File: config.mk
export PLATFORM = sky130hd
export DESIGN_NAME = mem_port_arbiter
export DESIGN_NICKNAME = d
export VERILOG_FILES = /design/src/rtl/mem_arb_pkg.sv /design/src/rtl/mem_arb_starve_cnt.sv /design/src/rtl/mem_port_arbiter.sv
export SDC_FILE = /design/constraint.sdc
export NUM_CORES = 1
export LEC_CHECK = 0
export ABC_AREA = 1
export BUFFER_PORTS_ARGS = -buffer_cell sky130_fd_sc_hd__buf_4
export CORE_AREA = 2 2 132 134
export DETAILED_ROUTE_END_ITERATION = 6
export DIE_AREA = 0 0 134 136
export MAX_ROUTING_LAYER = met4
export PLACE_DENSITY_LB_ADDON = 0.08
export SYNTH_ARGS = -nofsm -noshare
export SYNTH_HDL_FRONTEND = slang
export SYNTH_HIERARCHICAL = 1
export SYNTH_SLANG_ARGS = --single-unit
File: constraint.sdc
create_clock -name clk -period 1.95 [get_ports clk]
set_input_delay 0.39 -clock clk [delete_from_list [all_inputs] [get_ports clk]]
set_output_delay 0.39 -clock clk [all_outputs]
set_load 0.03 [all_outputs]
File: src/rtl/mem_arb_pkg.sv
// Shared types and defaults for the data-memory port arbiter.
package mem_arb_pkg;

  localparam int unsigned ADDR_W_DEF       = 11;
  localparam int unsigned DATA_W_DEF       = 32;
  localparam int unsigned STARVE_LIMIT_DEF = 8;

  // Owner of a read port's response in the cycle after a grant.
  typedef enum logic [1:0] {
    RT_NONE = 2'd0,
    RT_IF   = 2'd1,
    RT_LS   = 2'd2,
    RT_DBG  = 2'd3
  } route_tag_e;

endpackage

File: src/rtl/mem_arb_starve_cnt.sv
// Saturating wait counter for the debug client; boost is raised once the
// counter has reached the limit and stays up until the debug client is served.
module mem_arb_starve_cnt
  import mem_arb_pkg::*;
#(
  parameter int unsigned STARVE_LIMIT = STARVE_LIMIT_DEF
) (
  input  logic clk,
  input  logic resetn,
  input  logic wait_cyc,
  input  logic clear,
  output logic boost
);

  localparam int unsigned CntW = $clog2(STARVE_LIMIT + 1);
  localparam logic [CntW-1:0] CntMax = CntW'(STARVE_LIMIT);

  logic [CntW-1:0] cnt_q, cnt_d;

  // Next count: clear wins, otherwise count waits up to the limit.
  always_comb begin
    cnt_d = cnt_q;
    if (clear) begin
      cnt_d = '0;
    end else if (wait_cyc && (cnt_q != CntMax)) begin
      cnt_d = cnt_q + CntW'(1);
    end
  end

  // Counter register, synchronous active-low reset.
  always_ff @(posedge clk) begin
    if (!resetn) begin
      cnt_q <= '0;
    end else begin
      cnt_q <= cnt_d;
    end
  end

  assign boost = (cnt_q == CntMax);

endmodule

File: src/rtl/mem_port_arbiter.sv
// Arbitrates IF, LS and DBG onto a 1W/2R synchronous data memory.
// Optional read-after-write forwarding: define MEM_ARB_FWD_EN.
module mem_port_arbiter
  import mem_arb_pkg::*;
#(
  parameter int unsigned ADDR_W       = ADDR_W_DEF,
  parameter int unsigned DATA_W       = DATA_W_DEF,
  parameter int unsigned STARVE_LIMIT = STARVE_LIMIT_DEF
) (
  input  logic              clk,
  input  logic              resetn,
  input  logic              if_req,
  input  logic [ADDR_W-1:0] if_adrs,
  output logic              if_gnt,
  output logic              if_rvalid,
  output logic [DATA_W-1:0] if_rdata,
  input  logic              ls_req,
  input  logic              ls_we,
  input  logic [ADDR_W-1:0] ls_adrs,
  input  logic [DATA_W-1:0] ls_wdata,
  output logic              ls_gnt,
  output logic              ls_rvalid,
  output logic [DATA_W-1:0] ls_rdata,
  input  logic              dbg_req,
  input  logic              dbg_we,
  input  logic [ADDR_W-1:0] dbg_adrs,
  input  logic [DATA_W-1:0] dbg_wdata,
  output logic              dbg_gnt,
  output logic              dbg_rvalid,
  output logic [DATA_W-1:0] dbg_rdata,
  output logic [ADDR_W-1:0] m_w_adrs,
  output logic [ADDR_W-1:0] m_r_adrs1,
  output logic [ADDR_W-1:0] m_r_adrs2,
  output logic [DATA_W-1:0] m_data_in,
  output logic              m_w_en,
  output logic              m_r_en1,
  output logic              m_r_en2,
  input  logic [DATA_W-1:0] m_data_out1,
  input  logic [DATA_W-1:0] m_data_out2
);

  logic ls_rd, ls_wr, dbg_rd, dbg_wr;
  logic boost;
  logic ls_rd_g, ls_wr_g, dbg_p1, dbg_p2, dbg_w;
  route_tag_e rt1_q, rt1_d, rt2_q, rt2_d;
  logic [DATA_W-1:0] rd1, rd2;

  assign ls_rd  = ls_req && !ls_we;
  assign ls_wr  = ls_req && ls_we;
  assign dbg_rd = dbg_req && !dbg_we;
  assign dbg_wr = dbg_req && dbg_we;

  mem_arb_starve_cnt #(
    .STARVE_LIMIT(STARVE_LIMIT)
  ) u_starve_cnt (
    .clk     (clk),
    .resetn  (resetn),
    .wait_cyc(dbg_req && !dbg_gnt),
    .clear   (dbg_gnt || !dbg_req),
    .boost   (boost)
  );

  // Grant decision; everything is held off while reset is asserted.
  always_comb begin
    if_gnt  = 1'b0;
    ls_rd_g = 1'b0;
    ls_wr_g = 1'b0;
    dbg_p1  = 1'b0;
    dbg_p2  = 1'b0;
    dbg_w   = 1'b0;
    if (resetn) begin
      if (boost) begin
        // Boosted DBG pre-empts IF on port 1 or an LS write on the write port.
        dbg_p1  = dbg_rd;
        dbg_w   = dbg_wr;
        if_gnt  = if_req && !dbg_rd;
        ls_rd_g = ls_rd;
        ls_wr_g = ls_wr && !dbg_wr;
      end else begin
        if_gnt  = if_req;
        ls_rd_g = ls_rd;
        ls_wr_g = ls_wr;
        if (dbg_rd) begin
          if (!if_req) begin
            dbg_p1 = 1'b1;
          end else if (!ls_rd) begin
            dbg_p2 = 1'b1;
          end
        end else if (dbg_wr && !ls_wr) begin
          dbg_w = 1'b1;
        end
      end
    end
  end

  assign ls_gnt  = ls_rd_g || ls_wr_g;
  assign dbg_gnt = dbg_p1 || dbg_p2 || dbg_w;

  // Steer granted requests onto memory ports; idle ports drive zero.
  always_comb begin
    m_r_en1   = if_gnt || dbg_p1;
    m_r_adrs1 = '0;
    if (dbg_p1) begin
      m_r_adrs1 = dbg_adrs;
    end else if (if_gnt) begin
      m_r_adrs1 = if_adrs;
    end
    m_r_en2   = ls_rd_g || dbg_p2;
    m_r_adrs2 = '0;
    if (dbg_p2) begin
      m_r_adrs2 = dbg_adrs;
    end else if (ls_rd_g) begin
      m_r_adrs2 = ls_adrs;
    end
    m_w_en    = ls_wr_g || dbg_w;
    m_w_adrs  = '0;
    m_data_in = '0;
    if (dbg_w) begin
      m_w_adrs  = dbg_adrs;
      m_data_in = dbg_wdata;
    end else if (ls_wr_g) begin
      m_w_adrs  = ls_adrs;
      m_data_in = ls_wdata;
    end
  end

  // Route tags for the responses due next cycle.
  always_comb begin
    rt1_d = RT_NONE;
    rt2_d = RT_NONE;
    if (dbg_p1) begin
      rt1_d = RT_DBG;
    end else if (if_gnt) begin
      rt1_d = RT_IF;
    end
    if (dbg_p2) begin
      rt2_d = RT_DBG;
    end else if (ls_rd_g) begin
      rt2_d = RT_LS;
    end
  end

  // Route tag registers; reset drops any response in flight.
  always_ff @(posedge clk) begin
    if (!resetn) begin
      rt1_q <= RT_NONE;
      rt2_q <= RT_NONE;
    end else begin
      rt1_q <= rt1_d;
      rt2_q <= rt2_d;
    end
  end

`ifdef MEM_ARB_FWD_EN
  logic [DATA_W-1:0] fwd_data_q;
  logic              fwd1_q, fwd2_q;

  // Capture the write and whether each read port hit the same address.
  always_ff @(posedge clk) begin
    if (!resetn) begin
      fwd_data_q <= '0;
      fwd1_q     <= 1'b0;
      fwd2_q     <= 1'b0;
    end else begin
      fwd_data_q <= m_data_in;
      fwd1_q     <= m_w_en && m_r_en1 && (m_r_adrs1 == m_w_adrs);
      fwd2_q     <= m_w_en && m_r_en2 && (m_r_adrs2 == m_w_adrs);
    end
  end

  assign rd1 = fwd1_q ? fwd_data_q : m_data_out1;
  assign rd2 = fwd2_q ? fwd_data_q : m_data_out2;
`else
  assign rd1 = m_data_out1;
  assign rd2 = m_data_out2;
`endif

  // Return read data to whichever client each port served last cycle.
  always_comb begin
    if_rvalid  = 1'b0;
    if_rdata   = '0;
    ls_rvalid  = 1'b0;
    ls_rdata   = '0;
    dbg_rvalid = 1'b0;
    dbg_rdata  = '0;
    if (resetn) begin
      if (rt1_q == RT_IF) begin
        if_rvalid = 1'b1;
        if_rdata  = rd1;
      end else if (rt1_q == RT_DBG) begin
        dbg_rvalid = 1'b1;
        dbg_rdata  = rd1;
      end
      if (rt2_q == RT_LS) begin
        ls_rvalid = 1'b1;
        ls_rdata  = rd2;
      end else if (rt2_q == RT_DBG) begin
        dbg_rvalid = 1'b1;
        dbg_rdata  = rd2;
      end
    end
  end

endmodule

==> impl_results.html <==
<table>
<tr><th>Metric</th><th>Value</th></tr>
<tr><th colspan="2">Outcome</th></tr>
<tr><td>Outcome</td><td>complete, but fails checks</td></tr>
<tr><td>Violated checks</td><td>negative setup slack</td></tr>
<tr><th colspan="2">Synthesis</th></tr>
<tr><td>Yosys warning count</td><td>6</td></tr>
<tr><td>Synthesized-area fraction occupied by and/or/nand/nor cells</td><td>55.5%</td></tr>
<tr><td>Count of cell types in the netlist</td><td>20</td></tr>
<tr><td>Combinational family with the most area after synthesis</td><td>simple AND/OR/NAND/NOR gates</td></tr>
<tr><td>Xor/xnor cell area share of the yosys netlist</td><td>0%</td></tr>
<tr><td>Mapped Cells</td><td>528</td></tr>
<tr><td>Mean instance size in the synthesized netlist</td><td>4.32 sq um</td></tr>
<tr><td>Post-synthesis mux area share</td><td>0%</td></tr>
<tr><td>Post-Syn Area</td><td>0.00228 sq mm</td></tr>
<tr><td>Share of the yosys chip area belonging to registers</td><td>7.02%</td></tr>
<tr><td>Number of synthesized register bits</td><td>8</td></tr>
<tr><td>Number of nets produced by synthesis</td><td>698</td></tr>
<tr><td>Area fraction in compound gates after synthesis</td><td>13.4%</td></tr>
<tr><td>Synthesized-area fraction occupied by adder cells</td><td>1.10%</td></tr>
<tr><th colspan="2">Clock tree</th></tr>
<tr><td>Sinks on the clock net</td><td>8</td></tr>
<tr><td>Latest clock arrival within the worst-skew pair</td><td>0.23 ns</td></tr>
<tr><td>Maximum level of the CTS H-tree</td><td>1</td></tr>
<tr><td>Worst-case clock buffer depth</td><td>2</td></tr>
<tr><td>Root buffer selected by CTS</td><td>clkbuf_16</td></tr>
<tr><td>TritonCTS clock tree</td><td>built</td></tr>
<tr><td>Total CTS buffers</td><td>3</td></tr>
<tr><td>Reg clk slew, reported paths</td><td>0.04 ns</td></tr>
<tr><th colspan="2">Global route</th></tr>
<tr><td>Global-route wire length before repair</td><td>22,200 um</td></tr>
<tr><td>Total track usage</td><td>15.6%</td></tr>
<tr><td>Antenna violations before repair</td><td>0</td></tr>
<tr><td>Overall overflow remaining after global route</td><td>0</td></tr>
<tr><td>Number of global-route vias before repair</td><td>4,308</td></tr>
<tr><td>Maximum number of pins on one net before global-route repair</td><td>34</td></tr>
<tr><th colspan="2">Floorplanning</th></tr>
<tr><td>Die area</td><td>0.0182 sq mm</td></tr>
<tr><td>Number of top-level pins</td><td>338</td></tr>
<tr><td>Die width</td><td>134 um</td></tr>
<tr><td>Core footprint</td><td>0.0169 sq mm</td></tr>
<tr><td>Overall die height</td><td>136 um</td></tr>
<tr><td>Row cnt</td><td>48</td></tr>
<tr><td>Initial core utilization</td><td>13.5%</td></tr>
<tr><th colspan="2">Placed design</th></tr>
<tr><td>Post-place instance area</td><td>0.00537 sq mm</td></tr>
<tr><td>Setup Slack @ Placement</td><td>-0.101 ns</td></tr>
<tr><td>IO buf count</td><td>337</td></tr>
<tr><td>Detailed placement HPWL</td><td>12,000 um</td></tr>
<tr><td>Weighted congestion at the end of routability-driven global placement</td><td>0.795</td></tr>
<tr><th colspan="2">Timing</th></tr>
<tr><td>Peak Freq</td><td>0.475 GHz</td></tr>
<tr><td>Setup slack of the critical path after layout</td><td>-0.153 ns</td></tr>
<tr><td>Clock period minus final worst setup slack</td><td>2.10 ns</td></tr>
<tr><td># setup viols final</td><td>69</td></tr>
<tr><td>Number of endpoints with negative hold slack in the final report</td><td>0</td></tr>
<tr><td>Setup repair after global routing missed its margin</td><td>yes</td></tr>
<tr><td>Hold slack</td><td>0.549 ns</td></tr>
<tr><td>Worst max-slew margin expressed relative to the limit</td><td>77.9%</td></tr>
<tr><td>Final setup TNS</td><td>-6.62 ns</td></tr>
<tr><td>Max-slew violations</td><td>0</td></tr>
<tr><td>Clock skew</td><td>0.00314 ns</td></tr>
<tr><td>Tightest Pin Transition</td><td>0.332 ns</td></tr>
<tr><td>Final worst path period share</td><td>108%</td></tr>
<tr><th colspan="2">Setup path</th></tr>
<tr><td>CP Class</td><td>flop to primary output</td></tr>
<tr><td>Type of destination of the critical path</td><td>primary output</td></tr>
<tr><td>Critical Path Start Type</td><td>flop</td></tr>
<tr><td>CP arrival</td><td>1.71 ns</td></tr>
<tr><td>Largest fanout on the critical path</td><td>6</td></tr>
<tr><td>Worst-case register-to-register setup slack</td><td>-0.03 ns</td></tr>
<tr><td>WP data required</td><td>1.56 ns</td></tr>
<tr><th colspan="2">Routing</th></tr>
<tr><td>Vias per cell</td><td>3.97</td></tr>
<tr><td>Iter 0 DRT Violations</td><td>76</td></tr>
<tr><td>Detailed-route DRC error count</td><td>0</td></tr>
<tr><td>Wire length per cell</td><td>13.6 um</td></tr>
<tr><td>Routed Wire Length</td><td>15,200 um</td></tr>
<tr><td>Initial DRT Pass Iterations</td><td>4</td></tr>
<tr><td>Total vias in the final route</td><td>4,434</td></tr>
<tr><td>Residual antenna-violating net count after detailed routing</td><td>0</td></tr>
<tr><th colspan="2">Power</th></tr>
<tr><td>Leakage power total</td><td>3.54 nW</td></tr>
<tr><td>Power Total</td><td>1.63 mW</td></tr>
<tr><td>Cell Pwr Density</td><td>263 mW/mm^2</td></tr>
<tr><td>Worst ir drop on vdd</td><td>0.173 mV</td></tr>
<tr><th colspan="2">Min path</th></tr>
<tr><td>Hold WC Path Type</td><td>flop to flop</td></tr>
<tr><th colspan="2">Finish</th></tr>
<tr><td>Layout area overhead</td><td>171%</td></tr>
<tr><td>Area of all placed cells without fillers</td><td>0.00619 sq mm</td></tr>
<tr><td>Antenna fix cells</td><td>0</td></tr>
<tr><td>Layout cells sized above 1</td><td>52.3%</td></tr>
<tr><td>Final net count</td><td>1,063</td></tr>
<tr><th colspan="2">Run</th></tr>
<tr><td>Max-cap check violation count</td><td>0</td></tr>
</table>
cell type report:
type | count | area (sq um)
sequential | 8 | 163
fill | 1870 | 10700
inverter | 101 | 384
timing repair buffer | 387 | 3390
multi-input combinational | 392 | 1900
tap | 225 | 282
clock buffer | 3 | 75.1
synth_stat cells (all sizes together):
| cell type | instances | area share, % |
|---|---|---|
| nor2 | 80 | 14 |
| nand3 | 6 | 1.5 |
| dfxtp | 8 | 7.0 |
| buf | 17 | 4.6 |
| a21oi | 35 | 7.7 |
| ha | 2 | 1.1 |
| o21ai | 24 | 5.4 |
| nand2 | 243 | 40 |
| nand4 | 1 | 0.27 |
| a31oi | 1 | 0.27 |
| clkbuf | 10 | 1.6 |
| inv | 101 | 17 |
stage by stage:
stage | instances | utilization, %
detailed placement | 1092 | 31.8
global placement | 1092 | 31.8
global route | 1116 | 36.7
floorplan | 528 | -
finish | 1116 | 36.7
CTS | 1113 | 36.0
cell families (layout without fill, tap and decap cells):
logic type	Yosys count	after routing
buffers and inverters	128	491
adders and majority gates	2	2
DFF	8	8
and+or+nand+nor	330	330
AOI/OAI and AO/OA	60	60
cells in the final DEF, fill, tap and decap left out, types with 2 or more instances in the layout:
master,n
dfxtp_2,2
nand2_1,220
a21oi_2,10
buf_6,75
inv_2,6
inv_4,2
nor2_2,3
nand3_1,3
nor2_1,74
a21oi_1,25
o21ai_4,9
inv_1,93
dfxtp_1,6
buf_12,12
buf_8,2
nand3_2,2
nand2_2,21
clkbuf_16,4
buf_4,296
nand2_4,2
o21ai_2,14
nor2_4,3
what timing repair did:
item / 4_1_cts / 5_1_grt
hold buffers: 0 / 0
pin swaps: 13 / 8
endpoints found under the setup margin: 78 / 93
gates cloned: 2 / 1
buffers inserted: 16 / 5
resized for setup: 124 / 25
power by group:
group | switching (mW) | internal, mW
clock network | 0.0774 | 0.264
registers | 0.00304 | 0.170
logic | 0.585 | 0.526
sequential cells by signal (all words and copies together), names as in the netlist:
register,flops
rt1_q,2
rt2_q,2
u_starve_cnt/cnt_q,4
final timing paths:
kind,endpoint,startpoint,cells past startpoint
worst min-delay path,u_starve_cnt/cnt_q[2]$_SDFFE_PP0P_,u_starve_cnt/cnt_q[2]$_SDFFE_PP0P_,2
worst max register to register,u_starve_cnt/cnt_q[1]$_SDFFE_PP0P_,u_starve_cnt/cnt_q[0]$_SDFFE_PP0P_,14
worst min register to register,u_starve_cnt/cnt_q[2]$_SDFFE_PP0P_,u_starve_cnt/cnt_q[2]$_SDFFE_PP0P_,2
worst max-delay path,m_r_adrs2[9],u_starve_cnt/cnt_q[0]$_SDFFE_PP0P_,12
worst max-delay path: stages (launching register included):
cell	delay, ns
dfxtp_2	0.32
inv_2	0.04
ha_4	0.16
nand3_4	0.07
inv_4	0.04
inv_2	0.04
nand2_2	0.05
nor2_2	0.08
nand2_2	0.09
buf_12	0.16
buf_6	0.11
o21ai_2	0.14
buf_6	0.15
metal layers:
| layer | up-vias | GRT usage [%] | part of all wire (%) |
|---|---|---|---|
| met5 | - | - | 0 |
| met4 | 0 | 1.95 | 0.84 |
| met3 | 8 | 3.09 | 8.4 |
| met2 | 218 | 30.9 | 54 |
| met1 | 1947 | 16.4 | 36 |
| li1 | 2261 | - | - |
No activity file was read; power rests on OpenSTA's default activity.
